File: config.mk
export PLATFORM = sky130hd
export DESIGN_NAME = ec_scalar_mult_ctrl_flat
export DESIGN_NICKNAME = d
export VERILOG_FILES = /design/src/rtl/ec_scalar_mult_ctrl_if.sv /design/src/rtl/ec_scalar_mult_ctrl.sv /design/src/flat_wrapper.sv
export SDC_FILE = /design/constraint.sdc
export NUM_CORES = 1
export LEC_CHECK = 0
export CORE_MARGIN = 4
export CORE_UTILIZATION = 60
export CTS_CLUSTER_DIAMETER = 60
export CTS_CLUSTER_SIZE = 40
export DETAILED_ROUTE_END_ITERATION = 8
export DONT_BUFFER_PORTS = 1
export PLACE_DENSITY_LB_ADDON = 0.12
export SLEW_MARGIN = 30
export SYNTH_ARGS = -nofsm -noshare
export SYNTH_HDL_FRONTEND = slang
export SYNTH_SLANG_ARGS = --single-unit
File: constraint.sdc
create_clock -name clk -period 5 [get_ports clk]
set_input_delay 0.5 -clock clk [delete_from_list [all_inputs] [get_ports clk]]
set_output_delay 0.5 -clock clk [all_outputs]
set_load 0.05 [all_outputs]
File: src/rtl/ec_scalar_mult_ctrl_if.sv
// ec_scalar_mult_ctrl_if: job, result and point-core handshake bundle for the scalar-multiplication sequencer
// Ports: in_* job request, out_* result strobe, busy, ec_* operand strobe to the core, ec_out_valid/ec_Rx/ec_Ry core result.
// slave is the sequencer side; master is the job issuer plus point core side.
interface ec_scalar_mult_ctrl_if #(parameter int W = 6, parameter int K_W = 6);
  logic in_valid;
  logic [W-1:0] in_Px, in_Py, in_prime, in_a;
  logic [K_W-1:0] in_k;
  logic out_valid, out_inf, busy;
  logic [W-1:0] out_Rx, out_Ry;
  logic ec_in_valid, ec_out_valid;
  logic [W-1:0] ec_Px, ec_Py, ec_Qx, ec_Qy, ec_prime, ec_a, ec_Rx, ec_Ry;
  modport slave (
    input in_valid, in_Px, in_Py, in_k, in_prime, in_a, ec_out_valid, ec_Rx, ec_Ry,
    output out_valid, out_Rx, out_Ry, out_inf, busy,
    output ec_in_valid, ec_Px, ec_Py, ec_Qx, ec_Qy, ec_prime, ec_a
  );
  modport master (
    output in_valid, in_Px, in_Py, in_k, in_prime, in_a, ec_out_valid, ec_Rx, ec_Ry,
    input out_valid, out_Rx, out_Ry, out_inf, busy,
    input ec_in_valid, ec_Px, ec_Py, ec_Qx, ec_Qy, ec_prime, ec_a
  );
endinterface

File: src/rtl/ec_scalar_mult_ctrl.sv
// ec_scalar_mult_ctrl: left-to-right double-and-add sequencer driving an EC point add/double core
// Ports: clk, rst_n (async, active-low), bus (slave modport: job in, result out, core handshake).
// Infinity, P + (-P) and doubling a point with y = 0 are resolved here without calling the core.
module ec_scalar_mult_ctrl #(parameter int W = 6, parameter int K_W = 6) (
  input logic clk,
  input logic rst_n,
  ec_scalar_mult_ctrl_if.slave bus
);
  localparam int IW = K_W > 1 ? $clog2(K_W) : 1;
  localparam logic [2:0] IDLE = 3'd0, DBL = 3'd1, DBL_WAIT = 3'd2, ADD = 3'd3,
                         ADD_WAIT = 3'd4, NEXT = 3'd5, DONE = 3'd6;
  logic [2:0] state;
  logic [W-1:0] px, py, p, a, rx, ry;
  logic [K_W-1:0] k;
  logic [IW-1:0] i;
  logic r_inf;
  logic out_valid, out_inf, ec_in_valid;
  logic [W-1:0] out_rx, out_ry, ec_px, ec_py, ec_qx, ec_qy, ec_prime, ec_a;
  logic [2:0] after_dbl;
  assign after_dbl = k[i] ? ADD : NEXT;
  assign bus.busy = state != IDLE;
  assign bus.out_valid = out_valid;
  assign bus.out_Rx = out_rx;
  assign bus.out_Ry = out_ry;
  assign bus.out_inf = out_inf;
  assign bus.ec_in_valid = ec_in_valid;
  assign bus.ec_Px = ec_px;
  assign bus.ec_Py = ec_py;
  assign bus.ec_Qx = ec_qx;
  assign bus.ec_Qy = ec_qy;
  assign bus.ec_prime = ec_prime;
  assign bus.ec_a = ec_a;
  always_ff @(posedge clk or negedge rst_n) begin
    if (!rst_n) begin
      state <= IDLE;
      px <= '0;
      py <= '0;
      p <= '0;
      a <= '0;
      k <= '0;
      i <= '0;
      rx <= '0;
      ry <= '0;
      r_inf <= 1'b1;
      out_valid <= 1'b0;
      out_rx <= '0;
      out_ry <= '0;
      out_inf <= 1'b0;
      ec_in_valid <= 1'b0;
      ec_px <= '0;
      ec_py <= '0;
      ec_qx <= '0;
      ec_qy <= '0;
      ec_prime <= '0;
      ec_a <= '0;
    end else begin
      ec_in_valid <= 1'b0;
      out_valid <= 1'b0;
      case (state)
        IDLE: if (bus.in_valid) begin
          px <= bus.in_Px;
          py <= bus.in_Py;
          p <= bus.in_prime;
          a <= bus.in_a;
          k <= bus.in_k;
          i <= IW'(K_W - 1);
          rx <= '0;
          ry <= '0;
          r_inf <= 1'b1;
          state <= DBL;
        end
        DBL: if (r_inf) begin
          state <= after_dbl;
        end else if (ry == '0) begin
          r_inf <= 1'b1;
          state <= after_dbl;
        end else begin
          ec_in_valid <= 1'b1;
          ec_px <= rx;
          ec_py <= ry;
          ec_qx <= rx;
          ec_qy <= ry;
          ec_prime <= p;
          ec_a <= a;
          state <= DBL_WAIT;
        end
        DBL_WAIT: if (bus.ec_out_valid) begin
          rx <= bus.ec_Rx;
          ry <= bus.ec_Ry;
          state <= after_dbl;
        end
        ADD: if (r_inf) begin
          rx <= px;
          ry <= py;
          r_inf <= 1'b0;
          state <= NEXT;
        end else if (rx == px && (ry != py || ry == '0)) begin
          // R = -P gives infinity; R = P with y = 0 doubles to infinity
          r_inf <= 1'b1;
          state <= NEXT;
        end else begin
          // R = P falls through here too: Q = P = R makes this a core doubling
          ec_in_valid <= 1'b1;
          ec_px <= rx;
          ec_py <= ry;
          ec_qx <= px;
          ec_qy <= py;
          ec_prime <= p;
          ec_a <= a;
          state <= ADD_WAIT;
        end
        ADD_WAIT: if (bus.ec_out_valid) begin
          rx <= bus.ec_Rx;
          ry <= bus.ec_Ry;
          state <= NEXT;
        end
        NEXT: if (i == '0) begin
          out_valid <= 1'b1;
          out_rx <= r_inf ? '0 : rx;
          out_ry <= r_inf ? '0 : ry;
          out_inf <= r_inf;
          state <= DONE;
        end else begin
          i <= i - 1'b1;
          state <= DBL;
        end
        DONE: begin
          out_rx <= '0;
          out_ry <= '0;
          out_inf <= 1'b0;
          state <= IDLE;
        end
        default: state <= IDLE;
      endcase
    end
  end
endmodule
File: src/flat_wrapper.sv
// flat-port wrapper written by rule: the top's interface ports become plain ports
module ec_scalar_mult_ctrl_flat 
#(parameter int W = 6, parameter int K_W = 6)
  (clk, rst_n, bus_in_valid, bus_in_Px, bus_in_Py, bus_in_k, bus_in_prime, bus_in_a, bus_ec_out_valid, bus_ec_Rx, bus_ec_Ry, bus_out_valid, bus_out_Rx, bus_out_Ry, bus_out_inf, bus_busy, bus_ec_in_valid, bus_ec_Px, bus_ec_Py, bus_ec_Qx, bus_ec_Qy, bus_ec_prime, bus_ec_a);
  ec_scalar_mult_ctrl_if #(.W(W), .K_W(K_W)) bus_i ();
  input logic clk;
  input logic rst_n;
  input wire logic [$bits(bus_i.in_valid)-1:0] bus_in_valid;
  input wire logic [$bits(bus_i.in_Px)-1:0] bus_in_Px;
  input wire logic [$bits(bus_i.in_Py)-1:0] bus_in_Py;
  input wire logic [$bits(bus_i.in_k)-1:0] bus_in_k;
  input wire logic [$bits(bus_i.in_prime)-1:0] bus_in_prime;
  input wire logic [$bits(bus_i.in_a)-1:0] bus_in_a;
  input wire logic [$bits(bus_i.ec_out_valid)-1:0] bus_ec_out_valid;
  input wire logic [$bits(bus_i.ec_Rx)-1:0] bus_ec_Rx;
  input wire logic [$bits(bus_i.ec_Ry)-1:0] bus_ec_Ry;
  output wire logic [$bits(bus_i.out_valid)-1:0] bus_out_valid;
  output wire logic [$bits(bus_i.out_Rx)-1:0] bus_out_Rx;
  output wire logic [$bits(bus_i.out_Ry)-1:0] bus_out_Ry;
  output wire logic [$bits(bus_i.out_inf)-1:0] bus_out_inf;
  output wire logic [$bits(bus_i.busy)-1:0] bus_busy;
  output wire logic [$bits(bus_i.ec_in_valid)-1:0] bus_ec_in_valid;
  output wire logic [$bits(bus_i.ec_Px)-1:0] bus_ec_Px;
  output wire logic [$bits(bus_i.ec_Py)-1:0] bus_ec_Py;
  output wire logic [$bits(bus_i.ec_Qx)-1:0] bus_ec_Qx;
  output wire logic [$bits(bus_i.ec_Qy)-1:0] bus_ec_Qy;
  output wire logic [$bits(bus_i.ec_prime)-1:0] bus_ec_prime;
  output wire logic [$bits(bus_i.ec_a)-1:0] bus_ec_a;
  assign bus_i.in_valid = bus_in_valid;
  assign bus_i.in_Px = bus_in_Px;
  assign bus_i.in_Py = bus_in_Py;
  assign bus_i.in_k = bus_in_k;
  assign bus_i.in_prime = bus_in_prime;
  assign bus_i.in_a = bus_in_a;
  assign bus_i.ec_out_valid = bus_ec_out_valid;
  assign bus_i.ec_Rx = bus_ec_Rx;
  assign bus_i.ec_Ry = bus_ec_Ry;
  assign bus_out_valid = bus_i.out_valid;
  assign bus_out_Rx = bus_i.out_Rx;
  assign bus_out_Ry = bus_i.out_Ry;
  assign bus_out_inf = bus_i.out_inf;
  assign bus_busy = bus_i.busy;
  assign bus_ec_in_valid = bus_i.ec_in_valid;
  assign bus_ec_Px = bus_i.ec_Px;
  assign bus_ec_Py = bus_i.ec_Py;
  assign bus_ec_Qx = bus_i.ec_Qx;
  assign bus_ec_Qy = bus_i.ec_Qy;
  assign bus_ec_prime = bus_i.ec_prime;
  assign bus_ec_a = bus_i.ec_a;
  ec_scalar_mult_ctrl #(.W(W), .K_W(K_W)) u_core (.clk(clk), .rst_n(rst_n), .bus(bus_i));
endmodule
==> impl_metrics.tcl, run 1 <==
set metrics [dict create \
    vdd_ir_drop_max_v 0.000405 \
    initial_core_util 0.617 \
    fmax_mhz 363 \
    grtUsageTotal 0.206 \
    slew_headroom 0.494 \
    synth_top_area_cell "dfrtp_1" \
    dieWidth_um 94.3 \
    drtIter0Drc 157 \
    h-tree-depth 3 \
    routed_via_density 5.78 \
    io_buffers 0 \
    synth_cells 357 \
    gp_congestion 0.854 \
    dieArea_sq_um 8900 \
    hold_viol 0 \
    cts_buffers 9 \
    dp_hpwl_um 6180 \
    reg2regPathDepth 5 \
    route.detailed.drc 0 \
    instances_no_fill 459 \
    fin_tns_setup_ns 0 \
    yosys_warnings 0 \
    synth_ff_type "dfrtp_1" \
    io_pins 98 \
    end_kind "register" \
    post-route-min-period_ns 2.75 \
    path_max_fanout 25 \
    core_sq_um 7250 \
    rsz0062_at_grt "no" \
    dp.cells 440 \
    ant_nets 0 \
    status "completed" \
    synth_most_common_cell "dfrtp_1" \
    power.density_nw_per_um2 773 \
    grt_start_max_net_pins 101 \
    synth_cell_types 41 \
    grt_pass1_vias 2708 \
    synth-async-reset-ratio 1.00 \
    synth_area_per_cell_sq_um 12.5 \
    drive_gt1_frac 0.215 \
    clock_skew_ns 0.0139 \
    syn2layout_area_growth_pct 5.93 \
    p_leak_nw 2.12 \
    wl_per_cell_um 19.0 \
    grt_pass1_wl_um 14200 \
    dieHeight_um 94.3 \
    arrival_ns 3.00 \
    cts_tree "done" \
    first_pass_iters 5 \
    setup_violations 0 \
    cts_resized 0 \
    fin_crit_sh 0.550 \
    ys_seq_area_frac 0.560 \
    drt_wl_total_um 8710 \
    ys_ff_latch 100 \
    holdCritPathClass "input port to asynchronous set/reset pin" \
    nets 401 \
    max-clock-path-buffers 2 \
    maxSlewViolCount 0 \
    path_class "register to register" \
    cp-start-kind "register" \
    crit_required_ns 5.25 \
    clkTransAtPathRegs_ns 0.10 \
    ys_top_cells_by_count "99 x dfrtp_1, 49 x nand2_1, 27 x mux2_4" \
    antenna_found_initial 2 \
    insertion_delay_ns 0.36 \
    synth.area.top_cells "dfrtp_1 55%, mux2_4 9.1%, mux2_2 5.0%" \
    synth_top_area_share 0.554 \
    max_cap_violations 0 \
    overflow 0 \
    root_buffer "clkbuf_8" \
    num_vias 2651 \
    clkSinkCount 100 \
    num_rows 31 \
    synth_edf_count 0 \
    synth_nets 405 \
    synth_area_sq_um 4470 \
    tightest_slew_ns 0.758 \
]
what timing repair did:
item | 4_1_cts | 5_1_grt
setup buffers | 0 | 0
hold buffers | 1 | 0
setup endpoints to repair | 0 | 0
hold endpoints to repair | 100 | 0
final cells by class:
cell class                 count  area (sq um)
tap                           99           124
sequential                   100          2500
timing repair buffer           4          50.0
clock buffer                  10           128
clock inverter                 6          47.5
inverter                       5          21.3
antenna                        2          5.00
multi-input combinational    233          1860
fill                         547          2520
cells in the final DEF (no fill, tap or decap), types with 3 or more instances in the layout:
cell type,instances
a21oi_1,18
a22o_1,13
a22oi_1,10
a31oi_1,6
buf_4,3
clkbuf_8,9
dfrtp_1,99
inv_1,3
inv_6,3
mux2_1,18
mux2_2,20
mux2_4,27
nand2_1,49
nand2b_1,6
nand3b_1,3
nor2_1,19
nor2b_1,3
nor3_1,4
o21ai_0,5
xnor2_1,6
xor2_1,6
where the power goes:
group | switching (mW) | internal [mW]
clock network | 0.281 | 0.187
registers | 0.961 | 1.17
logic | 0.479 | 0.587
total | 1.72 | 1.94
metal layers:
metal / vias up / track usage / share of wire
met3: 6 / 0.0773 / 0.082
li1: 1247 / - / -
met1: 1300 / 0.294 / 0.46
met2: 98 / 0.301 / 0.45
met5: - / 0 / 0
met4: 0 / 0.0505 / 0.0070
critical path, stage by stage (launching register included):
cell	delay, ns
dfrtp_1	0.62
nor2b_1	0.42
nand2_1	0.36
o31a_4	0.50
inv_4	0.35
mux2_1	0.38
path summary, 6_finish.rpt:
path                                         to  slack, ns       startpoint
max                          u_core.bus.ec_a[5]       2.25  u_core.state[0]
min                        u_core.bus.out_valid       0.03            rst_n
max reg2reg                  u_core.bus.ec_a[5]       2.25  u_core.state[0]
min reg2reg                         u_core.k[3]       0.49      u_core.k[3]
max in group asynchronous    u_core.bus.ec_a[0]       4.55            rst_n
min in group clk                   u_core.px[2]       0.27     bus_in_Px[2]
metrics by stage:
stage	hold slack, ns	setup WS [ns]	cell area [sq um]	utilization	total power, mW
5_1_grt	0.0733	2.03	4730	0.653	3.89
4_1_cts	0.0665	2.28	4730	0.652	3.69
3_3_place_gp	0.207	2.39	4530	0.624	3.16
6_report	0.0316	2.25	4740	0.653	3.66
3_5_place_dp	0.208	2.29	4530	0.624	3.20
2_1_floorplan	0.204	2.94	4470	-	2.94
logic make-up (layout without fill, tap and decap cells):
group	after synthesis	in the layout	synth area share
DFF	100	100	0.560
adders and majority gates	2	2	0.00560
other	0	2	0
xor gates and xnor gates	12	12	0.0235
AOI/OAI and AO/OA	62	62	0.0971
muxes	67	67	0.194
buffers and inverters	24	25	0.0285
and+or+nand+nor	90	90	0.0918
No activity file was read; power rests on OpenSTA's default activity.
==> run 2, diff against run 1 <==
Settings changed: CORE_UTILIZATION 60 to 57.
Clock period 5 ns to 2.46 ns, I/O delays scaled along.
==> run 2 against run 1 <==
Against the previous run: global-route usage up 0.096 points; sequential share of layout area down 0.84 points; core utilization fell by 2.7 points; critical path type unchanged; sequential cell count stayed put; final area rose by 1.6%; critical endpoint is now u_core.bus.ec_Qx[5]; first-iteration DRC count decreased by 27%; die area increased by 4.8%; the flow now finishes with violations (negative hold slack).
==> impl_metrics.tcl, run 2 (synthesized netlist as in run 1, its figures left out) <==
set metrics [dict create \
    multi_input_area_sq_um 1850 \
    core_sq_um 7690 \
    route.detailed.drc 0 \
    grtUsageTotal 0.207 \
    path_max_fanout 25 \
    io_pins 98 \
    maxSlewViolCount 0 \
    post_cts_buffers 0 \
    reg2reg_slack_ns 0.17 \
    grt_pass1_wl_um 14600 \
    arrival_ns 2.53 \
    post-route-min-period_ns 2.29 \
    violations "negative hold slack" \
    num_rows 32 \
    root_buffer "clkbuf_8" \
    cts_tree "done" \
    rsz0062_at_grt "no" \
    routed_via_density 5.80 \
    holdWs_ns -0.427 \
    path_buf_inv 1 \
    vdd_ir_drop_max_v 0.000713 \
    num_vias 2705 \
    post-place-ws_ns 0.175 \
    crit_required_ns 2.70 \
    drtIter0Drc 115 \
    end_kind "register" \
    setup_violations 0 \
    insertion_delay_ns 0.36 \
    dieWidth_um 96.6 \
    final_cell_mix "99 x dfrtp_1, 49 x nand2_1, 27 x mux2_4" \
    ant_nets 0 \
    wl_per_cell_um 19.6 \
    p_leak_nw 2.16 \
    power.density_nw_per_um2 1590 \
    path_class "register to register" \
    slowest_stage "dfrtp_1" \
    grt_start_max_net_pins 101 \
    fin_tns_setup_ns 0 \
    slew_headroom 0.505 \
    fillers 619 \
    hold_viol 100 \
    crit_chain "xor2_1 -> nor4_2 -> a211oi_2 -> o31a_4 -> inv_4 -> mux2_1" \
    drt_wl_total_um 9120 \
    slowest_delay_ns 0.47 \
    nets 408 \
    clkSinkCount 100 \
    setup_ws_ns 0.171 \
    dieArea_sq_um 9330 \
    dieHeight_um 96.6 \
    antenna_found_initial 1 \
    clkTransAtPathRegs_ns 0.10 \
    drive_gt1_frac 0.226 \
    grt_pass1_vias 2850 \
    cts_resized 0 \
    cp-start-kind "register" \
    max-clock-path-buffers 2 \
    syn2layout_area_growth_pct 7.64 \
    fmax_mhz 437 \
    cts_buffers 9 \
    seq_area_sq_um 2500 \
    io_buffers 0 \
    gp_congestion 0.819 \
    clock_skew_ns 0.0123 \
    initial_core_util 0.582 \
    max_cap_violations 0 \
    first_pass_iters 6 \
    path_delay_family "compound AO/OA/AOI/OAI gates" \
    dp_hpwl_um 6420 \
    status "finished with violations" \
    fin_crit_sh 0.931 \
    layout_commonest_cell "dfrtp_1" \
    overflow 0 \
    h-tree-depth 3 \
    tightest_slew_ns 0.740 \
    holdCritPathClass "input port to asynchronous set/reset pin" \
]
[run 2: cell type report]
class / count / share of cell area
Timing Repair Buffer: 11 / 0.0198
Inverter: 5 / 0.00442
Tap cell: 102 / 0.0265
Antenna cell: 1 / 0.000520
Clock buffer: 9 / 0.0257
Clock inverter: 5 / 0.0177
Sequential cell: 100 / 0.520
Multi-Input combinational cell: 233 / 0.385
[run 2: where the power goes]
part           internal (mW)  switching (mW)  total [mW]  leakage, nW
logic                   1.24            1.02        2.26        0.832
registers               2.37            1.91        4.28         1.23
clock network          0.569           0.546        1.12        0.102
[run 2: layer usage]
layer | share of wire | track usage | vias to the layer above
met5 | 0 | 0 | -
met4 | 0.011 | 0.0689 | 0
met3 | 0.085 | 0.0798 | 8
met2 | 0.46 | 0.309 | 87
met1 | 0.45 | 0.279 | 1343
li1 | - | - | 1267
[run 2: worst paths after layout]
kind	end	cells after the start	startpoint
max in group asynchronous	u_core.r_inf	0	rst_n
worst max register to register	u_core.bus.ec_Qx[5]	6	u_core.ry[0]
worst min register to register	u_core.k[3]	1	u_core.k[3]
worst min-delay path	u_core.bus.ec_Px[3]	0	rst_n
worst max-delay path	u_core.bus.ec_Qx[5]	6	u_core.ry[0]
min in group clk	u_core.px[4]	1	bus_in_Px[4]
[run 2: per-stage QoR]
stage | area [sq um] | power (mW) | instances | hold slack [ns] | utilization
floorplan | 4470 | 5.98 | 357 | -0.0496 | -
global placement | 4600 | 6.49 | 451 | -0.0466 | 0.599
detailed placement | 4600 | 6.59 | 451 | -0.0464 | 0.599
CTS | 4810 | 7.72 | 465 | -0.444 | 0.626
global route | 4810 | 8.14 | 466 | -0.456 | 0.626
finish | 4810 | 7.66 | 466 | -0.427 | 0.626
==> run 3, diff against run 2 <==
Settings changed: HOLD_SLACK_MARGIN from default to 0.1.
==> run 3 against run 2 <==
Against the previous run: the flow still finishes with violations (negative hold slack); final area increased by 7.9%; die area unchanged; combinational power increased by 2%; core utilization increased by 4.9 points; sequential power about the same; sequential share of layout area decreased by 3.8 points; routed wire length increased by 2.8%; final cell count increased by 7.9%; non-clock buffer count increased by 38; critical path type unchanged.
==> impl_metrics.tcl, run 3 (synthesized netlist as in run 1, its figures left out) <==
set metrics [dict create \
    status "finished with violations" \
    violations "negative hold slack" \
    dieHeight_um 96.6 \
    vdd_ir_drop_max_v 0.000719 \
    crit_chain "xor2_1 -> nor4_2 -> a211oi_2 -> o31a_4 -> inv_4 -> mux2_1" \
    fin_crit_sh 0.935 \
    cts_buffers 9 \
    post_cts_buffers 0 \
    route.detailed.drc 0 \
    path_class "register to register" \
    drt_wl_total_um 9370 \
    setup_violations 0 \
    dieArea_sq_um 9330 \
    final_cell_mix "99 x dfrtp_1, 49 x nand2_1, 38 x dlygate4sd3_1" \
    post-route-min-period_ns 2.30 \
    tightest_slew_ns 0.760 \
    grtUsageTotal 0.216 \
    reg2reg_slack_ns 0.16 \
    end_kind "register" \
    slowest_delay_ns 0.47 \
    slowest_stage "dfrtp_1" \
    met1_usage 0.287 \
    io_buffers 0 \
    ctsHoldBuffers 38 \
    num_rows 32 \
    layout_commonest_cell "dfrtp_1" \
    insertion_delay_ns 0.35 \
    nets 446 \
    grt_start_max_net_pins 101 \
    p_leak_nw 2.32 \
    reg2regPathDepth 6 \
    r2r-end "u_core.bus.ec_Qx[5]" \
    h-tree-depth 3 \
    crit_required_ns 2.70 \
    hold_viol 100 \
    holdWs_ns -0.424 \
    use_met2 0.330 \
    grt_pass1_vias 3013 \
    fmax_mhz 435 \
    path_buf_inv 1 \
    clkTransAtPathRegs_ns 0.09 \
    root_buffer "clkbuf_8" \
    grt_pass1_wl_um 15200 \
    gp_congestion 0.819 \
    cp-start-kind "register" \
    power.density_nw_per_um2 1490 \
    path_max_fanout 25 \
    drtIter0Drc 159 \
    wl_per_cell_um 18.6 \
    rsz0062_at_grt "no" \
    clkSinkCount 100 \
    dp_hpwl_um 6420 \
    io_pins 98 \
    initial_core_util 0.582 \
    grt_util_met3 0.0751 \
    max_cap_violations 0 \
    antenna_found_initial 0 \
    drive_gt1_frac 0.204 \
    cts_resized 0 \
    fin_tns_setup_ns 0 \
    ant_nets 0 \
    num_vias 2865 \
    holdCritPathClass "input port to asynchronous set/reset pin" \
    cts_tree "done" \
    arrival_ns 2.54 \
    max-clock-path-buffers 2 \
    first_pass_iters 4 \
    routed_via_density 5.70 \
    core_sq_um 7690 \
    r2r_start "u_core.ry[0]" \
    slew_headroom 0.491 \
    maxSlewViolCount 0 \
    busiest_layer "met2" \
    path_delay_family "compound AO/OA/AOI/OAI gates" \
    antenna_cells 0 \
    overflow 0 \
    dieWidth_um 96.6 \
    clock_skew_ns 0.00804 \
    syn2layout_area_growth_pct 16.1 \
]
## run 3: changes by cell type in the layout (fill, tap and decap cells not counted)
cell / delta
diode_2: -1
dlygate4sd3_1: +38
## run 3: worst max path at each step
stage	from	to	slack [ns]	cells past startpoint
after floorplan	u_core.ry[0]	u_core.bus.ec_Qx[0]	0.40	7
after global placement	u_core.ry[0]	u_core.bus.ec_Qx[5]	0.23	6
after detailed placement	u_core.ry[0]	u_core.bus.ec_Qx[5]	0.17	6
after CTS	u_core.ry[0]	u_core.bus.ec_prime[1]	0.17	6
after global routing	u_core.ry[0]	u_core.bus.ec_Qx[5]	0.07	6
final	u_core.ry[0]	u_core.bus.ec_Qx[5]	0.16	6
## run 3: through the flow
stage	util	setup WS (ns)	cell area, sq um	power [mW]	cells
2_1_floorplan	-	0.398	4470	5.98	357
3_3_place_gp	0.599	0.230	4600	6.49	451
3_5_place_dp	0.599	0.175	4600	6.59	451
4_1_cts	0.675	0.168	5190	7.76	503
5_1_grt	0.675	0.0719	5190	8.20	503
6_report	0.675	0.161	5190	7.71	503
## run 3: metal layers
metal	up-vias	wire, um
met2	102	4390
li1	1340	-
met3	12	831
met1	1411	4030
met4	0	113
met5	-	0
## run 3: worst reg2reg max path: stages, from the launching register on
cell and delay (ns):
dfrtp_1 0.47, xor2_1 0.20, nor4_2 0.31, a211oi_2 0.14, o31a_4 0.37, inv_4 0.31, mux2_1 0.38
## run 3: where the power goes
part	total, mW	internal [mW]	switching (mW)
clock	1.11	0.569	0.545
sequential	4.28	2.37	1.91
combinational	2.31	1.28	1.03
## run 3: area by class of cell
cell class	instances	area, sq um
Fill cell	586	2500
Sequential cell	100	2500
Clock buffer	9	124
Tap cell	102	128
Clock inverter	5	85.1
Inverter	5	21.3
Timing Repair Buffer	49	475
Multi-Input combinational cell	233	1850
